### config.mk
export PLATFORM = sky130hd
export DESIGN_NAME = uart_word_tx_flat
export DESIGN_NICKNAME = d
export VERILOG_FILES = /design/src/rtl/uart_pkg.sv /design/src/rtl/uart_word_tx_if.sv /design/src/rtl/uart_bit_timer.sv /design/src/rtl/uart_word_tx.sv /design/src/flat_wrapper.sv
export SDC_FILE = /design/constraint.sdc
export NUM_CORES = 1
export LEC_CHECK = 0
export ABC_CLOCK_PERIOD_IN_PS = 6200
export CELL_PAD_IN_SITES_DETAIL_PLACEMENT = 1
export CELL_PAD_IN_SITES_GLOBAL_PLACEMENT = 1
export CORE_MARGIN = 3
export CORE_UTILIZATION = 47
export CTS_CLUSTER_DIAMETER = 100
export DETAILED_ROUTE_END_ITERATION = 10
export PLACE_DENSITY_LB_ADDON = 0.1
export SLEW_MARGIN = 0
export SYNTH_ARGS = -nofsm -noshare
export SYNTH_HDL_FRONTEND = slang
export SYNTH_HIERARCHICAL = 1
export SYNTH_SLANG_ARGS = --single-unit
### constraint.sdc
create_clock -name clk -period 6.2 [get_ports clk]
set_input_delay 0.62 -clock clk [delete_from_list [all_inputs] [get_ports clk]]
set_output_delay 0.62 -clock clk [all_outputs]
set_load 0.05 [all_outputs]
### src/rtl/uart_pkg.sv
// Shared UART definitions: transmitter state encoding and default line timing.
package uart_pkg;

    typedef enum logic [1:0] {
        IDLE  = 2'd0,
        START = 2'd1,
        DATA  = 2'd2,
        STOP  = 2'd3
    } tx_state_e;

    localparam int UART_CLOCKS_PER_PULSE = 5208;
    localparam int UART_BITS_PER_WORD    = 8;

endpackage

### src/rtl/uart_word_tx_if.sv
// Producer-side valid/ready handshake carrying one multi-word payload.
interface uart_word_tx_if #(
    parameter int NUM_WORDS     = 2,
    parameter int BITS_PER_WORD = 8
) ();

    logic                                     s_valid;
    logic [NUM_WORDS-1:0][BITS_PER_WORD-1:0]  s_data;
    logic                                     s_ready;

    modport master (
        output s_valid,
        output s_data,
        input  s_ready
    );

    modport slave (
        input  s_valid,
        input  s_data,
        output s_ready
    );

endinterface

### src/rtl/uart_bit_timer.sv
// Bit-period timer: free-runs while enabled and pulses tick on the last clock of each UART bit.
module uart_bit_timer
    import uart_pkg::*;
#(
    parameter int CLOCKS_PER_PULSE = UART_CLOCKS_PER_PULSE
) (
    input  logic clk,
    input  logic rst,
    input  logic en,
    output logic tick
);

    localparam int              CNT_W = $clog2(CLOCKS_PER_PULSE);
    localparam logic [CNT_W-1:0] LAST = CNT_W'(CLOCKS_PER_PULSE - 1);

    logic [CNT_W-1:0] clk_cnt_r;

    // Count clocks within the current bit; parked at zero while disabled so each frame starts aligned.
    always_ff @(posedge clk) begin
        if (rst) begin
            clk_cnt_r <= '0;
        end else if (!en) begin
            clk_cnt_r <= '0;
        end else if (clk_cnt_r == LAST) begin
            clk_cnt_r <= '0;
        end else begin
            clk_cnt_r <= clk_cnt_r + CNT_W'(1);
        end
    end

    assign tick = en && (clk_cnt_r == LAST);

endmodule

### src/rtl/uart_word_tx.sv
// Serialises one W_OUT-bit payload as NUM_WORDS back-to-back UART frames (start, LSB-first data, stop).
module uart_word_tx
    import uart_pkg::*;
#(
    parameter int CLOCKS_PER_PULSE = UART_CLOCKS_PER_PULSE,
    parameter int BITS_PER_WORD    = UART_BITS_PER_WORD,
    parameter int W_OUT            = 16,
    parameter int STOP_BITS        = 1
) (
    input  logic          clk,
    input  logic          rst,
    uart_word_tx_if.slave s_if,
    output logic          tx,
    output logic          busy
);

    localparam int NUM_WORDS  = W_OUT / BITS_PER_WORD;
    localparam int BIT_CNT_W  = $clog2(BITS_PER_WORD + 1);
    localparam int WORD_IDX_W = $clog2(NUM_WORDS + 1);

    localparam logic [BIT_CNT_W-1:0]  LAST_DATA_BIT = BIT_CNT_W'(BITS_PER_WORD);
    localparam logic [BIT_CNT_W-1:0]  LAST_STOP_BIT = BIT_CNT_W'(STOP_BITS - 1);
    localparam logic [WORD_IDX_W-1:0] LAST_WORD     = WORD_IDX_W'(NUM_WORDS - 1);

    tx_state_e               state_r,    state_s;
    logic [W_OUT-1:0]        shift_r,    shift_s;
    logic [BIT_CNT_W-1:0]    bit_cnt_r,  bit_cnt_s;
    logic [WORD_IDX_W-1:0]   word_idx_r, word_idx_s;
    logic                    tx_r,       tx_s;
    logic                    busy_r,     busy_s;
    logic                    tick_s;
    logic                    ready_s;
    logic                    accept_s;

    assign ready_s     = (state_r == IDLE) && !rst;
    assign accept_s    = s_if.s_valid && ready_s;
    assign s_if.s_ready = ready_s;
    assign tx          = tx_r;
    assign busy        = busy_r;

    uart_bit_timer #(
        .CLOCKS_PER_PULSE(CLOCKS_PER_PULSE)
    ) u_bit_timer (
        .clk  (clk),
        .rst  (rst),
        .en   (state_r != IDLE),
        .tick (tick_s)
    );

    // Next-state and next-line-level logic; tx_s is the level the line takes after the coming edge.
    always_comb begin
        state_s    = state_r;
        shift_s    = shift_r;
        bit_cnt_s  = bit_cnt_r;
        word_idx_s = word_idx_r;
        tx_s       = tx_r;
        busy_s     = busy_r;

        case (state_r)
            IDLE: begin
                if (accept_s) begin
                    state_s    = START;
                    shift_s    = s_if.s_data;
                    bit_cnt_s  = '0;
                    word_idx_s = '0;
                    tx_s       = 1'b0;
                    busy_s     = 1'b1;
                end else begin
                    tx_s   = 1'b1;
                    busy_s = 1'b0;
                end
            end
            START: begin
                if (tick_s) begin
                    state_s   = DATA;
                    tx_s      = shift_r[0];
                    shift_s   = {1'b0, shift_r[W_OUT-1:1]};
                    bit_cnt_s = BIT_CNT_W'(1);
                end else begin
                    tx_s = 1'b0;
                end
            end
            DATA: begin
                if (!tick_s) begin
                    state_s = DATA;
                end else if (bit_cnt_r == LAST_DATA_BIT) begin
                    state_s   = STOP;
                    tx_s      = 1'b1;
                    bit_cnt_s = '0;
                end else begin
                    tx_s      = shift_r[0];
                    shift_s   = {1'b0, shift_r[W_OUT-1:1]};
                    bit_cnt_s = bit_cnt_r + BIT_CNT_W'(1);
                end
            end
            STOP: begin
                // bit_cnt is reused here to count stop bits.
                if (!tick_s) begin
                    tx_s = 1'b1;
                end else if (bit_cnt_r != LAST_STOP_BIT) begin
                    bit_cnt_s = bit_cnt_r + BIT_CNT_W'(1);
                end else if (word_idx_r < LAST_WORD) begin
                    state_s    = START;
                    tx_s       = 1'b0;
                    bit_cnt_s  = '0;
                    word_idx_s = word_idx_r + WORD_IDX_W'(1);
                end else begin
                    state_s    = IDLE;
                    tx_s       = 1'b1;
                    busy_s     = 1'b0;
                    bit_cnt_s  = '0;
                    word_idx_s = '0;
                end
            end
            default: begin
                state_s    = IDLE;
                tx_s       = 1'b1;
                busy_s     = 1'b0;
                bit_cnt_s  = '0;
                word_idx_s = '0;
            end
        endcase
    end

    // State, payload and line registers; reset abandons any frame with the line idle-high.
    always_ff @(posedge clk) begin
        if (rst) begin
            state_r    <= IDLE;
            shift_r    <= '0;
            bit_cnt_r  <= '0;
            word_idx_r <= '0;
            tx_r       <= 1'b1;
            busy_r     <= 1'b0;
        end else begin
            state_r    <= state_s;
            shift_r    <= shift_s;
            bit_cnt_r  <= bit_cnt_s;
            word_idx_r <= word_idx_s;
            tx_r       <= tx_s;
            busy_r     <= busy_s;
        end
    end

endmodule

### src/flat_wrapper.sv
// flat-port wrapper written by rule: the top's interface ports become plain ports
module uart_word_tx_flat import uart_pkg::*;
#(
    parameter int CLOCKS_PER_PULSE = UART_CLOCKS_PER_PULSE,
    parameter int BITS_PER_WORD    = UART_BITS_PER_WORD,
    parameter int W_OUT            = 16,
    parameter int STOP_BITS        = 1
)
  (clk, rst, tx, busy, s_if_s_valid, s_if_s_data, s_if_s_ready);
  uart_word_tx_if #(.NUM_WORDS(((16) / (8))), .BITS_PER_WORD(BITS_PER_WORD)) s_if_i ();
  input  logic clk;
  input  logic rst;
  output logic tx;
  output logic busy;
  input wire logic [$bits(s_if_i.s_valid)-1:0] s_if_s_valid;
  input wire logic [$bits(s_if_i.s_data)-1:0] s_if_s_data;
  output wire logic [$bits(s_if_i.s_ready)-1:0] s_if_s_ready;
  assign s_if_i.s_valid = s_if_s_valid;
  assign s_if_i.s_data = s_if_s_data;
  assign s_if_s_ready = s_if_i.s_ready;
  uart_word_tx #(.CLOCKS_PER_PULSE(CLOCKS_PER_PULSE), .BITS_PER_WORD(BITS_PER_WORD), .W_OUT(W_OUT), .STOP_BITS(STOP_BITS)) u_core (.clk(clk), .rst(rst), .s_if(s_if_i), .tx(tx), .busy(busy));
endmodule
### Word level (Yosys, flattened, before mapping)

Cells that the tools add are included.

* register bits: 39
* bits of input ports: 19
* output and inout port bits: 3

* $add $sub $neg: 3
* $lt $le $gt $ge: 1
* equality and inequality tests: 14
* multiplexer cells: 38
* bitwise operators: 1
* reductions and logical operators: 16

Operators by type and width (number)
* $mux 16: 4
* $pmux 16 s3: 1
* $mux 4: 6
* $mux 2: 10
* $pmux 4 s4: 1
* $add 13x1->13 const B: 1
* $eq 13x13->1 const B: 1
* $mux 1: 12
* $reduce_and 4->1: 3
* $reduce_and 5->1: 2
* $ne 2x1->1 const B: 4
* $pmux 2 s4: 1
* $ne 2x2->1 const B: 3
* $ne 3x3->1 const B: 2
* $add 4x1->4 const B: 1
* $eq 2x2->1 const B: 2
* $eq 4x4->1 const B: 1
* $pmux 1 s4: 1
* $pmux 2 s2: 1
* $reduce_bool 2->1: 2
* $reduce_bool 4->1: 1
* $logic_and 1x1->1: 3
* $reduce_bool 3->1: 1
* $reduce_or 3->1: 1
* other kinds (8): 8

### Logic depth before layout (Yosys ltp)

* depth in word-level cells: 5
* gate-level depth with buffers: 10
* mapped depth without buffers: 8

### By module

The synthesis kept the hierarchy.

By module, submodules not included
* uart_word_tx: times used 1, cells an instance 175, area each 1592.8 um^2
* uart_bit_timer: times used 1, cells an instance 73, area each 728.2 um^2

### Least setup slack after synthesis

Ideal clock, no wire load.

* path kind: input -> output
* start: input port rst
* end: output port s_if_s_ready
* data arrival time: 1.684 ns
* required time: 5.580 ns
* slack: 3.896 ns
* stages on the path: 3
* buffers on the path: 2
* cell sequence: buf_4 -> clkbuf_1 -> nor2_1

* longest elaborated chain between the ends: 2

RTL lines
* start: declaration: line flat_wrapper.sv:12 `input logic rst;`
* $logic_not 1->1: line uart_word_tx.sv:35 `assign ready_s = (state_r == IDLE) && !rst;`
* $logic_and 1x1->1: line uart_word_tx.sv:35
* end: declaration: line flat_wrapper.sv:17 `output wire logic [$bits(s_if_i.s_ready)-1:0] s_if_s_ready;`

No other way between the ends.

### Worst setup path after layout

* start: register u_core.u_bit_timer.clk_cnt_r[7]
* end: register u_core.shift_r[7]

* longest elaborated chain between the ends: 4

RTL lines
* start: declaration: line uart_bit_timer.sv:16 `logic [CNT_W-1:0] clk_cnt_r;`
* start signal: assignment: line uart_bit_timer.sv:27 `clk_cnt_r <= clk_cnt_r + CNT_W'(1);`
* $eq 13x13->1 (*): line uart_bit_timer.sv:31 `assign tick = en && (clk_cnt_r == LAST);`
* $logic_and 1x1->1 (*): line uart_bit_timer.sv:31
* via u_core.tick_s: line uart_word_tx.sv:31 `logic tick_s;`
* $ne 2x1->1 (no line)
* $reduce_and 5->1 (no line) (*)
* end signal: assignment: line uart_word_tx.sv:136 `shift_r <= shift_s;`
* end: declaration: line uart_word_tx.sv:26 `logic [W_OUT-1:0] shift_r, shift_s;`

The timed path passes the listed nets; every way through them passes the cells marked *.
A chain may end at the register's enable or synchronous reset.

==> qor.csv <==
metric,value,unit
DRC,0,
count of buffers from port buffering,21,
sequential area share after synthesis,0.336,
Worst Skew,0.00423,ns
Pleak,0.831,nW
RSZ-0062 raised after global routing,false,
CTS clock-pin slew for the worst setup and hold paths,0.08,ns
cell total after placement,319,
CTS tree,done,
final critical-path required period,3.45,ns
worst min-delay path class,reg2reg,
area growth from synthesis to layout,12.0,%
power share of the combinational group,0.486,
switching share of power,0.426,
transition time of the tightest slew-check pin,0.892,ns
Sw Pwr,0.423,mW
first-pass GRT wire length,9380,um
Cell Int Power,0.569,mW
starting density of the core,0.508,
fraction of final layout cells with drive strength greater than 1,0.141,
setup_tns,0,ns
num ports,22,
die height,76.3,um
VDD IR-drop max,185,uV
number of buffers added by the clock tree synthesis step,5,
post-cts sizing count,0,
per-cell via count in the routed design,5.84,
Synth cell types,53,
Antenna Diode Count,0,
wire length reported by the detailed router,5380,um
Worst Setup Start Kind,register,
number of antenna violations at the first check in global routing,0,
Pwr Density,382,nW/um2
post-route setup slack,2.75,ns
Final Cycle Share,0.556,
Mapped Cells,248,
Row Count,24,
Total Nets Final,289,
maximum clock insertion buffer count,2,
final cell count without fillers,327,
average detailed-routed wire length per instance,16.5,um
clock tree root buffer cell,sky130_fd_sc_hd__clkbuf_8,
number of nets with antenna violations after routing,0,
overall routing resource usage,0.193,
count of routing violations after the opening detailed-route iteration,85,
Max Fanout on Critical Path,17,
Post-Synthesis Mean Instance Area,9.36,um2
post-synth top area cell,sky130_fd_sc_hd__dfxtp_1,
share of synthesized flip-flops with an asynchronous set or reset,0,
RePlAce Congestion,0.858,
vias in the first global route,1933,
run status,"finished, final reports clean",
DP Wirelength,3840,um
clock latency on the worst-skew pair,0.29,ns
final count of pins violating max slew,0,
vias,1910,
"flops & latches, synth",39,
sequential power share,0.340,
die area,5820,um2
netlist area before placement,2320,um2
Total Power,0.992,mW
number of iterations in the first detailed-routing pass,4,
arrival time worst endpoint,3.59,ns
Crit Path Class,reg2reg,
final number of setup-violating endpoints,0,
portion of total power attributed to the clock network,0.174,
count of synthesis-stage warnings from yosys,6,
final number of hold-violating endpoints,0,
"EDFF count, synth",0,
number of clock sinks,39,
"top library cells by usage in the layout, fill and taps aside","39 x sky130_fd_sc_hd__dfxtp_1, 24 x sky130_fd_sc_hd__a21oi_1, 21 x sky130_fd_sc_hd__clkdlybuf4s50_1, 18 x sky130_fd_sc_hd__mux2i_1, 17 x sky130_fd_sc_hd__nand2_1",
worst setup slack before clock tree synthesis,2.75,ns
required time at the worst-slack endpoint,6.34,ns
Synth top area share,0.336,
die boundary width,76.3,um
placeable core area,4560,um2
Synthesized Nets,276,
Congestion Overflow GR,0,
Filler Cell Count,547,
Setup crit end kind,register,
"most common cell after layout, fill and taps aside",sky130_fd_sc_hd__dfxtp_1,
Max Clk Rate,290,MHz
buffer count from post-CTS setup fixing,0,
maximum number of pins on one net before global-route repair,20,
main area contributors after synthesis,"sky130_fd_sc_hd__dfxtp_1 34%, sky130_fd_sc_hd__a211oi_2 8.6%, sky130_fd_sc_hd__mux2i_1 7.8%, sky130_fd_sc_hd__a21oi_1 5.2%, sky130_fd_sc_hd__ha_1 4.9%",
predominant post-synthesis flop cell,sky130_fd_sc_hd__dfxtp_1,
H-tree depth,2,
Rel. slew slack,0.403,
hold buffer count at cts,0,
max-capacitance violation count,0,
-- final cells by class --
cell class | instances | area, um2 | share of cell area
clock inverter | 2 | 12.5 | 0.00481
clock buffer | 6 | 72.6 | 0.0279
timing repair buffer | 22 | 218 | 0.0838
sequential | 39 | 781 | 0.300
multi-input combinational | 182 | 1390 | 0.536
tap | 65 | 81.3 | 0.0313
inverter | 11 | 41.3 | 0.0159
-- worst max-delay path, stage by stage (launching register included) --
cell and delay [ns]:
sky130_fd_sc_hd__dfxtp_1 0.37, sky130_fd_sc_hd__or4b_1 0.53, sky130_fd_sc_hd__nor4b_1 0.28, sky130_fd_sc_hd__and3_1 0.48
sky130_fd_sc_hd__nor2b_1 0.14, sky130_fd_sc_hd__o2bb2ai_2 0.62, sky130_fd_sc_hd__and2_1 0.72, sky130_fd_sc_hd__a211oi_1 0.16
-- power by group through the flow --
stage          clock network, mW  registers, mW  logic [mW]
6_report                   0.173          0.337       0.482
3_5_place_dp                   0          0.343       0.485
2_1_floorplan                  0          0.347       0.389
4_1_cts                    0.178          0.338       0.488
3_3_place_gp                   0          0.342       0.470
5_1_grt                    0.190          0.346       0.527
-- cells by family after synthesis --
group                    count (synthesis)  share of synthesized area
multiplexers                            18                     0.0776
adder cells (fa/ha/maj)                  9                     0.0485
AO/OA/AOI/OAI                           76                      0.253
AND/OR/NAND/NOR                         76                      0.210
flip-flops                              39                      0.336
XOR/XNOR                                 3                     0.0113
buffers and inverters                   27                     0.0636
-- metal layers --
| layer | track usage | routed length, um | up-vias |
|---|---|---|---|
| met5 | 0 | 0 | - |
| li1 | - | - | 957 |
| met1 | 0.230 | 2420 | 922 |
| met4 | 0.0634 | 72 | 0 |
| met2 | 0.339 | 2740 | 22 |
| met3 | 0.0461 | 149 | 9 |
-- stage by stage --
stage / util / hold slack [ns] / instance area (um2)
floorplan: - / 0.428 / 2320
global placement: 0.551 / 0.459 / 2510
detailed placement: 0.551 / 0.465 / 2510
CTS: 0.569 / 0.476 / 2600
global route: 0.569 / 0.494 / 2600
finish: 0.569 / 0.475 / 2600
-- sequential cells by signal, summed over array words and instances, names as in the netlist --
name / count
u_core/bit_cnt_r: 4
u_core/word_idx_r: 2
u_core/busy: 1
u_core/state_r: 2
u_core/u_bit_timer/clk_cnt_r: 13
u_core/tx: 1
u_core/shift_r: 16
-- cells in the mapped netlist (2+ instances only) --
cell type,n
sky130_fd_sc_hd__dfxtp_1,39
sky130_fd_sc_hd__a21oi_1,24
sky130_fd_sc_hd__mux2i_1,18
sky130_fd_sc_hd__nand2_1,17
sky130_fd_sc_hd__a211oi_2,16
sky130_fd_sc_hd__inv_1,11
sky130_fd_sc_hd__nand3_1,11
sky130_fd_sc_hd__a31oi_1,9
sky130_fd_sc_hd__ha_1,9
sky130_fd_sc_hd__nor2_1,8
sky130_fd_sc_hd__a211oi_1,7
sky130_fd_sc_hd__buf_2,7
sky130_fd_sc_hd__o21ai_0,6
sky130_fd_sc_hd__buf_6,4
sky130_fd_sc_hd__nor3_2,4
sky130_fd_sc_hd__o31ai_1,4
sky130_fd_sc_hd__or4_1,4
sky130_fd_sc_hd__nor4_1,3
sky130_fd_sc_hd__or3_1,3
sky130_fd_sc_hd__a221o_1,2
sky130_fd_sc_hd__a2bb2oi_1,2
sky130_fd_sc_hd__and2b_1,2
sky130_fd_sc_hd__and3_1,2
sky130_fd_sc_hd__buf_4,2
sky130_fd_sc_hd__clkbuf_1,2
sky130_fd_sc_hd__nand3b_1,2
sky130_fd_sc_hd__nand4_1,2
sky130_fd_sc_hd__nand4b_1,2
sky130_fd_sc_hd__xnor2_1,2
-- path summary, 6_finish.rpt --
| kind | end | from | slack, ns | cells after the start |
|---|---|---|---|---|
| max | u_core/shift_r[7]$_SDFFE_PP0P_ | u_core/u_bit_timer/clk_cnt_r[7]$_SDFF_PP0_ | 2.75 | 7 |
| min | u_core/shift_r[15]$_SDFFE_PP0P_ | u_core/shift_r[15]$_SDFFE_PP0P_ | 0.47 | 2 |
| max reg2reg | u_core/shift_r[7]$_SDFFE_PP0P_ | u_core/u_bit_timer/clk_cnt_r[7]$_SDFF_PP0_ | 2.75 | 7 |
| min reg2reg | u_core/shift_r[15]$_SDFFE_PP0P_ | u_core/shift_r[15]$_SDFFE_PP0P_ | 0.47 | 2 |
(Power assumes the default switching activity.)
